===== src/rtl/lsu_mem_pkg.sv =====
// Shared types for the LSU memory responder: FSM states, channel encoding
// and the READ_LAT counter width.
package lsu_mem_pkg;

    typedef enum logic [1:0] {
        IDLE   = 2'd0,
        ACCESS = 2'd1,
        WAIT   = 2'd2,
        DONE   = 2'd3
    } state_t;

    typedef enum logic {
        CH_LOAD  = 1'b0,
        CH_STORE = 1'b1
    } channel_t;

    // Wide enough for READ_LAT up to 15.
    localparam int CNT_W = 4;

endpackage


===== src/rtl/lsu_mem_responder_if.sv =====
// LSU load/store channels plus the SRAM port of the responder.
// slave = the responder, master = requester / memory environment.
interface lsu_mem_responder_if #(
    parameter int INDEX_W = 19,
    parameter int DATA_W  = 64
) ();
    logic               opload_index_valid;
    logic [INDEX_W-1:0] opload_index;
    logic               opload_index_ready;
    logic [DATA_W-1:0]  opload_read_data;
    logic               opload_operation_done;

    logic               opstore_index_valid;
    logic [INDEX_W-1:0] opstore_index;
    logic               opstore_index_ready;
    logic [DATA_W-1:0]  opstore_write_data;
    logic [DATA_W-1:0]  opstore_write_mask;
    logic               opstore_operation_done;

    logic               sram_ce;
    logic               sram_we;
    logic [INDEX_W-1:0] sram_addr;
    logic [DATA_W-1:0]  sram_wmask;
    logic [DATA_W-1:0]  sram_wdata;
    logic [DATA_W-1:0]  sram_rdata;

    modport slave (
        input  opload_index_valid, opload_index,
        output opload_index_ready, opload_read_data, opload_operation_done,
        input  opstore_index_valid, opstore_index, opstore_write_data, opstore_write_mask,
        output opstore_index_ready, opstore_operation_done,
        output sram_ce, sram_we, sram_addr, sram_wmask, sram_wdata,
        input  sram_rdata
    );

    modport master (
        output opload_index_valid, opload_index,
        input  opload_index_ready, opload_read_data, opload_operation_done,
        output opstore_index_valid, opstore_index, opstore_write_data, opstore_write_mask,
        input  opstore_index_ready, opstore_operation_done,
        input  sram_ce, sram_we, sram_addr, sram_wmask, sram_wdata,
        output sram_rdata
    );
endinterface


===== src/rtl/rr_arb2.sv =====
// Two-way round-robin arbiter. grant[0] = load, grant[1] = store.
// On contention the channel opposite to the last winner is granted.
module rr_arb2
    import lsu_mem_pkg::*;
(
    input  logic       clock,
    input  logic       reset_n,
    input  logic       req_load,
    input  logic       req_store,
    input  logic       advance,
    output logic [1:0] grant
);
    channel_t last_grant_reg;

    // One-hot grant selection from the current requests and the RR pointer.
    always_comb begin
        grant = 2'b00;
        if (req_load && req_store) begin
            grant = (last_grant_reg == CH_STORE) ? 2'b01 : 2'b10;
        end else if (req_load) begin
            grant = 2'b01;
        end else if (req_store) begin
            grant = 2'b10;
        end
    end

    // RR pointer: starts at STORE so a load wins the first contention.
    always_ff @(posedge clock or negedge reset_n) begin
        if (!reset_n) begin
            last_grant_reg <= CH_STORE;
        end else if (advance && (grant != 2'b00)) begin
            last_grant_reg <= grant[1] ? CH_STORE : CH_LOAD;
        end
    end
endmodule


===== src/rtl/lsu_mem_responder.sv =====
// Memory-side responder for the LSU load/store channels. Serves one request
// at a time on a single-port synchronous SRAM with fixed read latency.
module lsu_mem_responder
    import lsu_mem_pkg::*;
#(
    parameter int INDEX_W  = 19,
    parameter int DATA_W   = 64,
    parameter int READ_LAT = 1
) (
    input  logic               clock,
    input  logic               reset_n,
    lsu_mem_responder_if.slave bus,
    output logic               busy
);
    localparam logic [CNT_W-1:0] LAT_CNT = CNT_W'(READ_LAT);

    state_t             state_reg, state_next;
    logic [CNT_W-1:0]   cnt_reg, cnt_next;
    channel_t           ch_reg;
    logic [DATA_W-1:0]  read_data_reg;
    logic               sram_ce_reg, sram_we_reg;
    logic [INDEX_W-1:0] sram_addr_reg;
    logic [DATA_W-1:0]  sram_wmask_reg, sram_wdata_reg;
    logic               idle, accept;
    logic [1:0]         grant;

    assign idle   = (state_reg == IDLE);
    assign accept = |grant;

    // Requests only reach the arbiter in IDLE, so ready is 0 elsewhere.
    rr_arb2 u_arb (
        .clock     (clock),
        .reset_n   (reset_n),
        .req_load  (idle && bus.opload_index_valid),
        .req_store (idle && bus.opstore_index_valid),
        .advance   (accept),
        .grant     (grant)
    );

    // Next-state and wait-counter logic.
    always_comb begin
        state_next = state_reg;
        cnt_next   = cnt_reg;
        case (state_reg)
            IDLE:    if (accept) state_next = ACCESS;
            ACCESS: begin
                if (ch_reg == CH_STORE) begin
                    state_next = DONE;
                end else begin
                    state_next = WAIT;
                    cnt_next   = CNT_W'(1);
                end
            end
            WAIT: begin
                if (cnt_reg == LAT_CNT) state_next = DONE;
                else                    cnt_next   = cnt_reg + CNT_W'(1);
            end
            DONE:    state_next = IDLE;
            default: state_next = IDLE;
        endcase
    end

    // State, counter and latched channel registers.
    always_ff @(posedge clock or negedge reset_n) begin
        if (!reset_n) begin
            state_reg <= IDLE;
            cnt_reg   <= '0;
            ch_reg    <= CH_LOAD;
        end else begin
            state_reg <= state_next;
            cnt_reg   <= cnt_next;
            if (accept) ch_reg <= grant[1] ? CH_STORE : CH_LOAD;
        end
    end

    // SRAM strobe and request fields: loaded on acceptance so they are
    // presented during ACCESS only, zero otherwise; loads carry no data/mask.
    always_ff @(posedge clock or negedge reset_n) begin
        if (!reset_n) begin
            sram_ce_reg    <= 1'b0;
            sram_we_reg    <= 1'b0;
            sram_addr_reg  <= '0;
            sram_wmask_reg <= '0;
            sram_wdata_reg <= '0;
        end else begin
            sram_ce_reg    <= accept;
            sram_we_reg    <= grant[1];
            sram_addr_reg  <= grant[1] ? bus.opstore_index :
                              (grant[0] ? bus.opload_index : '0);
            sram_wmask_reg <= grant[1] ? bus.opstore_write_mask : '0;
            sram_wdata_reg <= grant[1] ? bus.opstore_write_data : '0;
        end
    end

    // Load result capture on the last WAIT cycle; held until the next load.
    always_ff @(posedge clock or negedge reset_n) begin
        if (!reset_n) begin
            read_data_reg <= '0;
        end else if ((state_reg == WAIT) && (cnt_reg == LAT_CNT) && (ch_reg == CH_LOAD)) begin
            read_data_reg <= bus.sram_rdata;
        end
    end

    assign bus.opload_index_ready     = grant[0];
    assign bus.opstore_index_ready    = grant[1];
    assign bus.opload_read_data       = read_data_reg;
    assign bus.opload_operation_done  = (state_reg == DONE) && (ch_reg == CH_LOAD);
    assign bus.opstore_operation_done = (state_reg == DONE) && (ch_reg == CH_STORE);
    assign bus.sram_ce                = sram_ce_reg;
    assign bus.sram_we                = sram_we_reg;
    assign bus.sram_addr              = sram_addr_reg;
    assign bus.sram_wmask             = sram_wmask_reg;
    assign bus.sram_wdata             = sram_wdata_reg;
    assign busy                       = !idle;
endmodule


===== src/flat_wrapper.sv =====
// flat-port wrapper written by rule: the top's interface ports become plain ports
module lsu_mem_responder_flat import lsu_mem_pkg::*;
#(
    parameter int INDEX_W  = 19,
    parameter int DATA_W   = 64,
    parameter int READ_LAT = 1
)
  (clock, reset_n, busy, bus_opload_index_valid, bus_opload_index, bus_opload_index_ready, bus_opload_read_data, bus_opload_operation_done, bus_opstore_index_valid, bus_opstore_index, bus_opstore_write_data, bus_opstore_write_mask, bus_opstore_index_ready, bus_opstore_operation_done, bus_sram_ce, bus_sram_we, bus_sram_addr, bus_sram_wmask, bus_sram_wdata, bus_sram_rdata);
  lsu_mem_responder_if #(.INDEX_W(INDEX_W), .DATA_W(DATA_W)) bus_i ();
  input  logic clock;
  input  logic reset_n;
  output logic busy;
  input wire logic [$bits(bus_i.opload_index_valid)-1:0] bus_opload_index_valid;
  input wire logic [$bits(bus_i.opload_index)-1:0] bus_opload_index;
  output wire logic [$bits(bus_i.opload_index_ready)-1:0] bus_opload_index_ready;
  output wire logic [$bits(bus_i.opload_read_data)-1:0] bus_opload_read_data;
  output wire logic [$bits(bus_i.opload_operation_done)-1:0] bus_opload_operation_done;
  input wire logic [$bits(bus_i.opstore_index_valid)-1:0] bus_opstore_index_valid;
  input wire logic [$bits(bus_i.opstore_index)-1:0] bus_opstore_index;
  input wire logic [$bits(bus_i.opstore_write_data)-1:0] bus_opstore_write_data;
  input wire logic [$bits(bus_i.opstore_write_mask)-1:0] bus_opstore_write_mask;
  output wire logic [$bits(bus_i.opstore_index_ready)-1:0] bus_opstore_index_ready;
  output wire logic [$bits(bus_i.opstore_operation_done)-1:0] bus_opstore_operation_done;
  output wire logic [$bits(bus_i.sram_ce)-1:0] bus_sram_ce;
  output wire logic [$bits(bus_i.sram_we)-1:0] bus_sram_we;
  output wire logic [$bits(bus_i.sram_addr)-1:0] bus_sram_addr;
  output wire logic [$bits(bus_i.sram_wmask)-1:0] bus_sram_wmask;
  output wire logic [$bits(bus_i.sram_wdata)-1:0] bus_sram_wdata;
  input wire logic [$bits(bus_i.sram_rdata)-1:0] bus_sram_rdata;
  assign bus_i.opload_index_valid = bus_opload_index_valid;
  assign bus_i.opload_index = bus_opload_index;
  assign bus_opload_index_ready = bus_i.opload_index_ready;
  assign bus_opload_read_data = bus_i.opload_read_data;
  assign bus_opload_operation_done = bus_i.opload_operation_done;
  assign bus_i.opstore_index_valid = bus_opstore_index_valid;
  assign bus_i.opstore_index = bus_opstore_index;
  assign bus_i.opstore_write_data = bus_opstore_write_data;
  assign bus_i.opstore_write_mask = bus_opstore_write_mask;
  assign bus_opstore_index_ready = bus_i.opstore_index_ready;
  assign bus_opstore_operation_done = bus_i.opstore_operation_done;
  assign bus_sram_ce = bus_i.sram_ce;
  assign bus_sram_we = bus_i.sram_we;
  assign bus_sram_addr = bus_i.sram_addr;
  assign bus_sram_wmask = bus_i.sram_wmask;
  assign bus_sram_wdata = bus_i.sram_wdata;
  assign bus_i.sram_rdata = bus_sram_rdata;
  lsu_mem_responder #(.INDEX_W(INDEX_W), .DATA_W(DATA_W), .READ_LAT(READ_LAT)) u_core (.clock(clock), .reset_n(reset_n), .bus(bus_i), .busy(busy));
endmodule

===== config.mk =====
export PLATFORM = sky130hd
export DESIGN_NAME = lsu_mem_responder_flat
export DESIGN_NICKNAME = d
export VERILOG_FILES = /design/src/rtl/lsu_mem_pkg.sv /design/src/rtl/lsu_mem_responder_if.sv /design/src/rtl/rr_arb2.sv /design/src/rtl/lsu_mem_responder.sv /design/src/flat_wrapper.sv
export SDC_FILE = /design/constraint.sdc
export NUM_CORES = 1
export LEC_CHECK = 0
export CORE_AREA = 2 2 175 177
export DETAILED_ROUTE_END_ITERATION = 16
export DIE_AREA = 0 0 177 179
export GPL_TIMING_DRIVEN = 1
export PLACE_DENSITY = 0.7
export SLEW_MARGIN = 20
export SYNTH_ARGS = -nofsm -noshare
export SYNTH_HDL_FRONTEND = slang
export SYNTH_SLANG_ARGS = --single-unit
export TNS_END_PERCENT = 30

===== constraint.sdc =====
create_clock -name clock -period 4 [get_ports clock]
set_input_delay 0.6 -clock clock [delete_from_list [all_inputs] [get_ports clock]]
set_output_delay 0.6 -clock clock [all_outputs]
set_load 0.01 [all_outputs]

==> summary.md, run 1 <==
| Metric | Value |
|---|---|
| Status | finished clean |
| Die height | ~180 um |
| FF-to-FF setup slack | 1.28 ns |
| Placed inst area | 0.0130 mm2 |
| ANT nets after route | 0 |
| Crit path time final | between 3 and 4 ns |
| Yosys warns | 0 |
| Io pins | ~450 |
| Avg Synthesized Cell Area | around 16 um2 |
| Crit path largest cell delay | slightly above 0.6 ns |
| Num Clock Sinks | between 200 and 250 |
| Fin crit share | between 70% and 80% |
| Worst reg2reg path depth | 5 |
| Slew Viols, Final | 0 |
| Worst r2r src | u_core.state_reg[0]$_DFFE_PN0P_ |
| Post-Synthesis Cells | between 500 and 600 |
| Remaining global-route overflow | 0 |
| Reg2reg end | u_core.bus.opload_read_data[44]$_DFFE_PN0P_ |
| PD cells | 639 mW/mm2 |
| Unrepaired setup endpoints after global routing | no |
| Slowest cell on the critical path | clkdlybuf4s50_1 |
| Hold_buf cts | 0 |
| Reg power frac | between 30 and 40% |
| CTS tree | yes |
| Post-CTS Setup Bufs | 0 |
| Crit path to | bus_opstore_index_ready |
| Final hold slack | 0.134 ns |
| Max FO, Critical Path | 17 |
| Core Region | roughly 0.03 mm2 |
| Synthesis-to-layout area growth | 74.8% |
| Post-Layout Cell Count | 1,396 |
| #FFs+latches synth | ~220 |
| CP Launch Point | u_core.state_reg[1]$_DFFE_PN0P_ |
| Clock slew at reported path FFs | ~0.060 ns |
| Antenna Cells | 0 |
| Max-Slew Margin vs Limit | roughly a third |
| Vias in the first global route | 5,876 |
| Dpl cells | approximately 1,300 |
| Top_reg_cell synth | dfrtp_1 |
| P_sw | approximately 2.4 mW |
| GRT Util Overall | approximately 14% |
| Startpoint Class | register |
| Final setup vio count | 0 |
| Htree depth | 1 |
| Die Wd | 177 um |
| Endpoints failing hold | 0 |
| Leakage Power | about 6.3 nW |
| Critical Path End Type | output pin |
| Post-CTS sizing | 0 |
| Clock buffer depth | 3 |
| Power share of the clock group | between 20% and 30% |
| Critical path type | register to output pin |
| Number of port buffers | roughly 450 |
| Setup TNS Final | 0 ns |
| WP data arrival | 2.42 ns |
| Sw Ratio | 26.7% |
| Fin util | between 40% and 50% |
| CP required | between 3 and 4 ns |
| Die area | about 0.032 mm2 |
| Maxcap violations | 0 |
| Power, Total | 8.94 mW |
| Internal | around 6.6 mW |
| EDFF count, synth | 0 |
| Initial antenna violation count | 1 |
| Actual slew at the worst max-slew pin | approximately 1.0 ns |
| Fin nets | 1,221 |
| Slack of the critical path | slightly below 1 ns |
| Hpwl dp | about 19,000 um |
| Vias/cell | 4.05 |
| Routed Wire Length | approximately 24,000 um |
| Async set or reset register ratio after synthesis | 100% |
| Post-synthesis sequential area ratio | 69.1% |
| Fmax | between 0.3 and 0.4 GHz |
| Num rows | between 60 and 70 |
| Clock Latency Late Sink | between 0.5 and 0.6 ns |
| Layout cells sized above 1 | 12.9% |
| Clock root cell | clkbuf_16 |
| Cell variety after synth | 31 |
| Combinational Power Share | 35.6% |
| First DRT Iteration DRCs | 145 |
| Filler cells | roughly 2,700 |
| Final clock skew | 0.0149 ns |
| First-pass GRT wire length | 34,700 um |
| DR pass1 iterations | 4 |
| Initial core utilization | between 20% and 30% |
| Crit-path cells | inv_1 -> ha_1 -> nand2_1 -> a21oi_4 -> clkdlybuf4s50_1 |
| Worst vdd ir | ~0.37 mV |
| Mapped Nets | ~760 |
| Mapped Area | ~0.008 mm2 |
| Vias | around 5,700 |
| # DRC | 0 |
| Post-place setup slack | 1.17 ns |
| Final std cell area, no fill | around 0.014 mm2 |
| CTS buffer count | 26 |
| Avg WL per Cell | around 17 um |
| Hold Crit Class | primary input to async pin |
| Global placement routability congestion | approximately 0.8 |
| Largest net degree at the start of global routing | about 110 |
## metal layers
layer  wire length (um)  track usage [%]
met1               8750             15.9
met2              12300             25.6
met3               2470             5.17
met4                716             4.51
met5                 11                0
## cell usage in the layout, fill, tap and decap left out, types with 2 or more instances in the layout
cell type,n
bufinv_16,6
o21ai_0,2
clkinv_2,2
a21o_1,2
clkdlybuf4s50_1,450
a22o_1,20
mux2_2,5
ha_1,7
clkbuf_16,27
mux2_4,60
clkbuf_8,7
a21oi_1,2
clkbuf_1,5
nor2b_1,4
a2bb2oi_1,2
nor2_1,2
buf_12,3
a21oi_2,2
dfrtp_1,220
buf_4,9
and2_1,130
nor3_1,2
nand3_1,2
nand2_1,5
a211oi_1,3
nor3b_1,2
inv_1,7
## worst max-delay path, delay by kind of cell (launching register included)
kind,cells,cell delay [ns]
fa+ha+maj,1,0.27
simple gates,1,0.13
flops,1,0.43
compound gates,1,0.33
buf+inv,2,0.73
## area by class of cell
type	instances	area, um2	area share (%)
tap	396	495	3.54
timing repair buffer	463	4650	33.2
inverter	7	26.3	0.188
clock inverter	9	199	1.42
clock buffer	39	791	5.65
multi-input combinational	261	2300	16.5
sequential	221	5530	39.5
## worst min-delay path by stage
stage	start	to	slack, ns	cells after the start
global placement	u_core.bus.opload_read_data[58]$_DFFE_PN0P_	u_core.bus.opload_read_data[58]$_DFFE_PN0P_	0.49	1
floorplan	reset_n	u_core.bus.opload_read_data[0]$_DFFE_PN0P_	0.30	0
global route	reset_n	u_core.bus.opload_read_data[62]$_DFFE_PN0P_	0.19	1
finish	reset_n	u_core.bus.opload_read_data[62]$_DFFE_PN0P_	0.13	1
CTS	reset_n	u_core.bus.opload_read_data[52]$_DFFE_PN0P_	0.15	1
detailed placement	u_core.bus.opload_read_data[45]$_DFFE_PN0P_	u_core.bus.opload_read_data[45]$_DFFE_PN0P_	0.49	1
## power by group through the flow
stage,registers [mW],logic [mW],clock network (mW)
final,3.09,3.18,2.66
after detailed placement,3.13,3.21,0
after global placement,3.10,3.16,0
after floorplan,3.37,1.24,0
after CTS,3.10,3.23,2.74
after global routing,3.16,3.39,2.83
## synth_stat cells (3+ instances only)
cell | count | share of area, %
ha_1 | 7 | 1.1
nor2b_1 | 4 | 0.31
nand2_1 | 5 | 0.23
clkbuf_1 | 15 | 0.70
buf_6 | 7 | 0.98
dfrtp_1 | 220 | 69
mux2_2 | 5 | 0.70
buf_2 | 4 | 0.25
mux2_4 | 60 | 11
a22o_1 | 20 | 2.2
a21oi_1 | 3 | 0.19
a211oi_1 | 3 | 0.28
and2_1 | 130 | 10
inv_1 | 7 | 0.33
## kinds of logic after synthesis
kind of cell,Yosys count,synth area share [%]
mux,65,12.0
buf+inv,33,2.27
flops,221,69.1
simple gates,152,11.8
fa+ha+maj,7,1.09
compound gates,37,3.74
(Power assumes the default switching activity.)
==> run 2: changes to the inputs <==
- CORE_AREA: 2 2 175 177 -> 2 2 174 176
- DIE_AREA: 0 0 177 179 -> 0 0 176 178
- PLACE_DENSITY: 0.7 -> 0.73
- clock period: 4 -> 2.5 ns (I/O delays scaled with it)
==> run 2 against run 1 <==
Global-route usage grew 0.25 points; largest cell class unchanged; final cell count shrank 0.64%; critical path depth is the same; first-iteration DRC count grew 82%; critical path type unchanged; critical endpoint unchanged; die area shrank 1.1%.
==> summary.md, run 2 (synthesized netlist as in run 1, its figures left out) <==
| Metric | Value |
|---|---|
| Status | finished clean |
| Max-Slew Margin vs Limit | 64.8% (+31 points) |
| Io pins | 452 (unchanged) |
| Clock slew at reported path FFs | 0.06 ns (about the same) |
| Final setup vio count | 0 (unchanged) |
| Fin nets | 1,223 (+0.16%) |
| Startpoint Class | register |
| Worst reg2reg path depth | 7 (+2) |
| Crit path time final | roughly 2.3 ns |
| Leakage Power | 6.26 nW (-1.4%) |
| Final clock skew | 0.0110 ns (-0.00390 ns) |
| Most common cell after layout, fill and taps aside | clkdlybuf4s50_1 |
| Power share of the clock group | 25.2% (-4.6 points) |
| Slew Viols, Final | 0 (unchanged) |
| Layout cells sized above 1 | 12.2% (-0.66 points) |
| Routed Wire Length | 23,800 um (-2.0%) |
| Num rows | 63 (-1.6%) |
| Unrepaired setup endpoints after global routing | no |
| Clock Latency Late Sink | 0.51 ns (-0.02 ns) |
| Grt met2 use | 25.5% (-0.092 points) |
| Worst vdd ir | 0.734 mV (+100%) |
| Critical path type | register to output pin |
| Worst r2r src | u_core.cnt_reg[1]$_DFFE_PN0P_ |
| Die height | 178 um (-0.56%) |
| Hold Crit Class | primary input to register |
| First-pass GRT wire length | 35,000 um (+1.0%) |
| WP data arrival | 1.91 ns (-0.51 ns) |
| Number of port buffers | 451 (unchanged) |
| GRT Util Overall | 14.6% (+0.25 points) |
| Initial core utilization | 27.2% (+0.57 points) |
| Slowest cell on the critical path | dfrtp_1 |
| CTS buffer count | 25 (-3.8%) |
| Crit path largest cell delay | 0.42 ns (-0.19 ns) |
| Critical path's top delay family | buffers and inverters |
| Reg2reg end | u_core.bus.opload_read_data[44]$_DFFE_PN0P_ |
| Initial antenna violation count | 2 (+1) |
| Vias | 5,663 (+0.19%) |
| Sw Ratio | 27.6% (+0.89 points) |
| Synthesis-to-layout area growth | 72.4% |
| Setup TNS Final | 0 ns (unchanged) |
| Avg WL per Cell | 17.2 um (-1.4%) |
| Fin crit share | between 90% and 100% |
| Met3 Use GR | 6.16% (+0.99 points) |
| Hold_sp | bus_opstore_write_data[0] |
| PD cells | 969 mW/mm2 (+52%) |
| # DRC | 0 (unchanged) |
| Htree depth | 1 (unchanged) |
| Die area | 0.0313 mm2 (-1.1%) |
| Combinational Power Share | 37.7% (+2.1 points) |
| Endpoints failing hold | 0 (unchanged) |
| Largest net degree at the start of global routing | 151 (+42%) |
| Fmax | approximately 0.44 GHz |
| P_sw | 3.69 mW (+55%) |
| First DRT Iteration DRCs | 264 (+82%) |
| Clock buffer depth | 3 (unchanged) |
| Max FO, Critical Path | 5 (-12) |
| Critical Path Stages | 5 (unchanged) |
| Clock root cell | clkbuf_16 |
| Die Wd | 176 um (-0.56%) |
| Worst hold path depth | 2 |
| Hold endpoint | u_core.bus.sram_wdata[0]$_DFF_PN0_ |
| Crit-path cells | inv_1 -> ha_2 -> nand2_1 -> a21oi_4 -> dlygate4sd2_1 |
| Final hold slack | 0.413 ns (+0.280 ns) |
| Antenna Cells | 0 (unchanged) |
| Met1 Use GR | 16.2% (+0.26 points) |
| Core Region | 0.0294 mm2 (-2.1%) |
| Hpwl dp | 18,200 um (-1.8%) |
| Gr busiest metal | met2 |
| Num Clock Sinks | 221 (unchanged) |
| ANT nets after route | 0 (unchanged) |
| Internal | 9.69 mW (+48%) |
| Vias/cell | 4.08 (+0.84%) |
| Actual slew at the worst max-slew pin | 0.527 ns (-0.470 ns) |
| Maxcap violations | 0 (unchanged) |
| CP required | 2.12 ns (-1.28 ns) |
| Most frequent cells in the layout | 448 x clkdlybuf4s50_1, 220 x dfrtp_1, 130 x and2_1, 60 x mux2_4, 25 x clkbuf_16 |
| DR pass1 iterations | 4 (unchanged) |
| Remaining global-route overflow | 0 (unchanged) |
| CP Buf/Inv Count | 2 (unchanged) |
| Reg power frac | 37.0% (+2.4 points) |
| CTS tree | yes |
| Critical Path End Type | output pin |
| Filler cells | 2,551 (-5.1%) |
| Global placement routability congestion | 0.759 (-4.6%) |
| FF-to-FF setup slack | 0.44 ns (-0.84 ns) |
| Vias in the first global route | 5,989 (+1.9%) |
## run 2: changes by cell type in the layout (fill, tap and decap cells not counted), moves of 2 or more
cell	delta
bufinv_16	-6
clkbuf_1	+4
buf_12	+2
clkbuf_16	-2
clkdlybuf4s50_1	-2
dlygate4sd2_1	+2
## run 2: power by group through the flow
stage | clock network, mW | registers [mW] | logic (mW)
after detailed placement | 0 | 5.02 | 5.09
after CTS | 3.54 | 4.97 | 5.13
after global routing | 3.68 | 5.06 | 5.39
after global placement | 0 | 4.98 | 5.05
final | 3.38 | 4.96 | 5.05
after floorplan | 0 | 5.39 | 1.98
## run 2: final cells by class
type,instances,area (um2),area share [%]
inverter,7,26.3,0.190
multi-input combinational,261,2300,16.7
sequential,221,5530,40.1
clock buffer,40,742,5.38
tap,390,488,3.54
timing repair buffer,466,4690,34.0
clock inverter,2,13.8,0.0997
## run 2: worst max path at each step
stage	from	endpoint	slack, ns
after floorplan	u_core.state_reg[0]$_DFFE_PN0P_	bus_opstore_index_ready	0.78
after global placement	bus_opstore_index_valid	bus_opstore_index_ready	0.28
after detailed placement	bus_opstore_index_valid	bus_opstore_index_ready	0.29
after CTS	u_core.state_reg[0]$_DFFE_PN0P_	bus_opstore_index_ready	0.18
after global routing	u_core.state_reg[0]$_DFFE_PN0P_	bus_opstore_index_ready	0.13
final	u_core.state_reg[0]$_DFFE_PN0P_	bus_opstore_index_ready	0.22
## run 2: worst register-to-register path: stages, from the launching register on
cell	delay (ns)
dfrtp_1	0.41
inv_1	0.11
ha_1	0.17
nor3b_2	0.29
nand3b_1	0.17
buf_12	0.21
buf_12	0.26
mux2_4	0.34
## run 2: repair_timing
action,CTS,global route
setup buffers,0,0
hold endpoints to repair,58,0
resized for setup,3,0
setup endpoints to repair,2,0
hold buffers,1,0
## run 2: layer usage
layer | vias up | share of wire, %
met5 | - | 0.11
met4 | 4 | 3.1
met3 | 44 | 11
met2 | 304 | 50
met1 | 2690 | 36
li1 | 2621 | -
## run 2: stage by stage
stage	area (um2)	setup WS (ns)	total power, mW	util (%)	instances
CTS	13800	0.178	13.6	46.9	1387
global placement	13000	0.280	10.0	44.3	1344
detailed placement	13000	0.286	10.1	44.3	1344
finish	13800	0.217	13.4	46.9	1387
global route	13800	0.134	14.1	46.9	1387
floorplan	8000	0.782	7.37	-	515
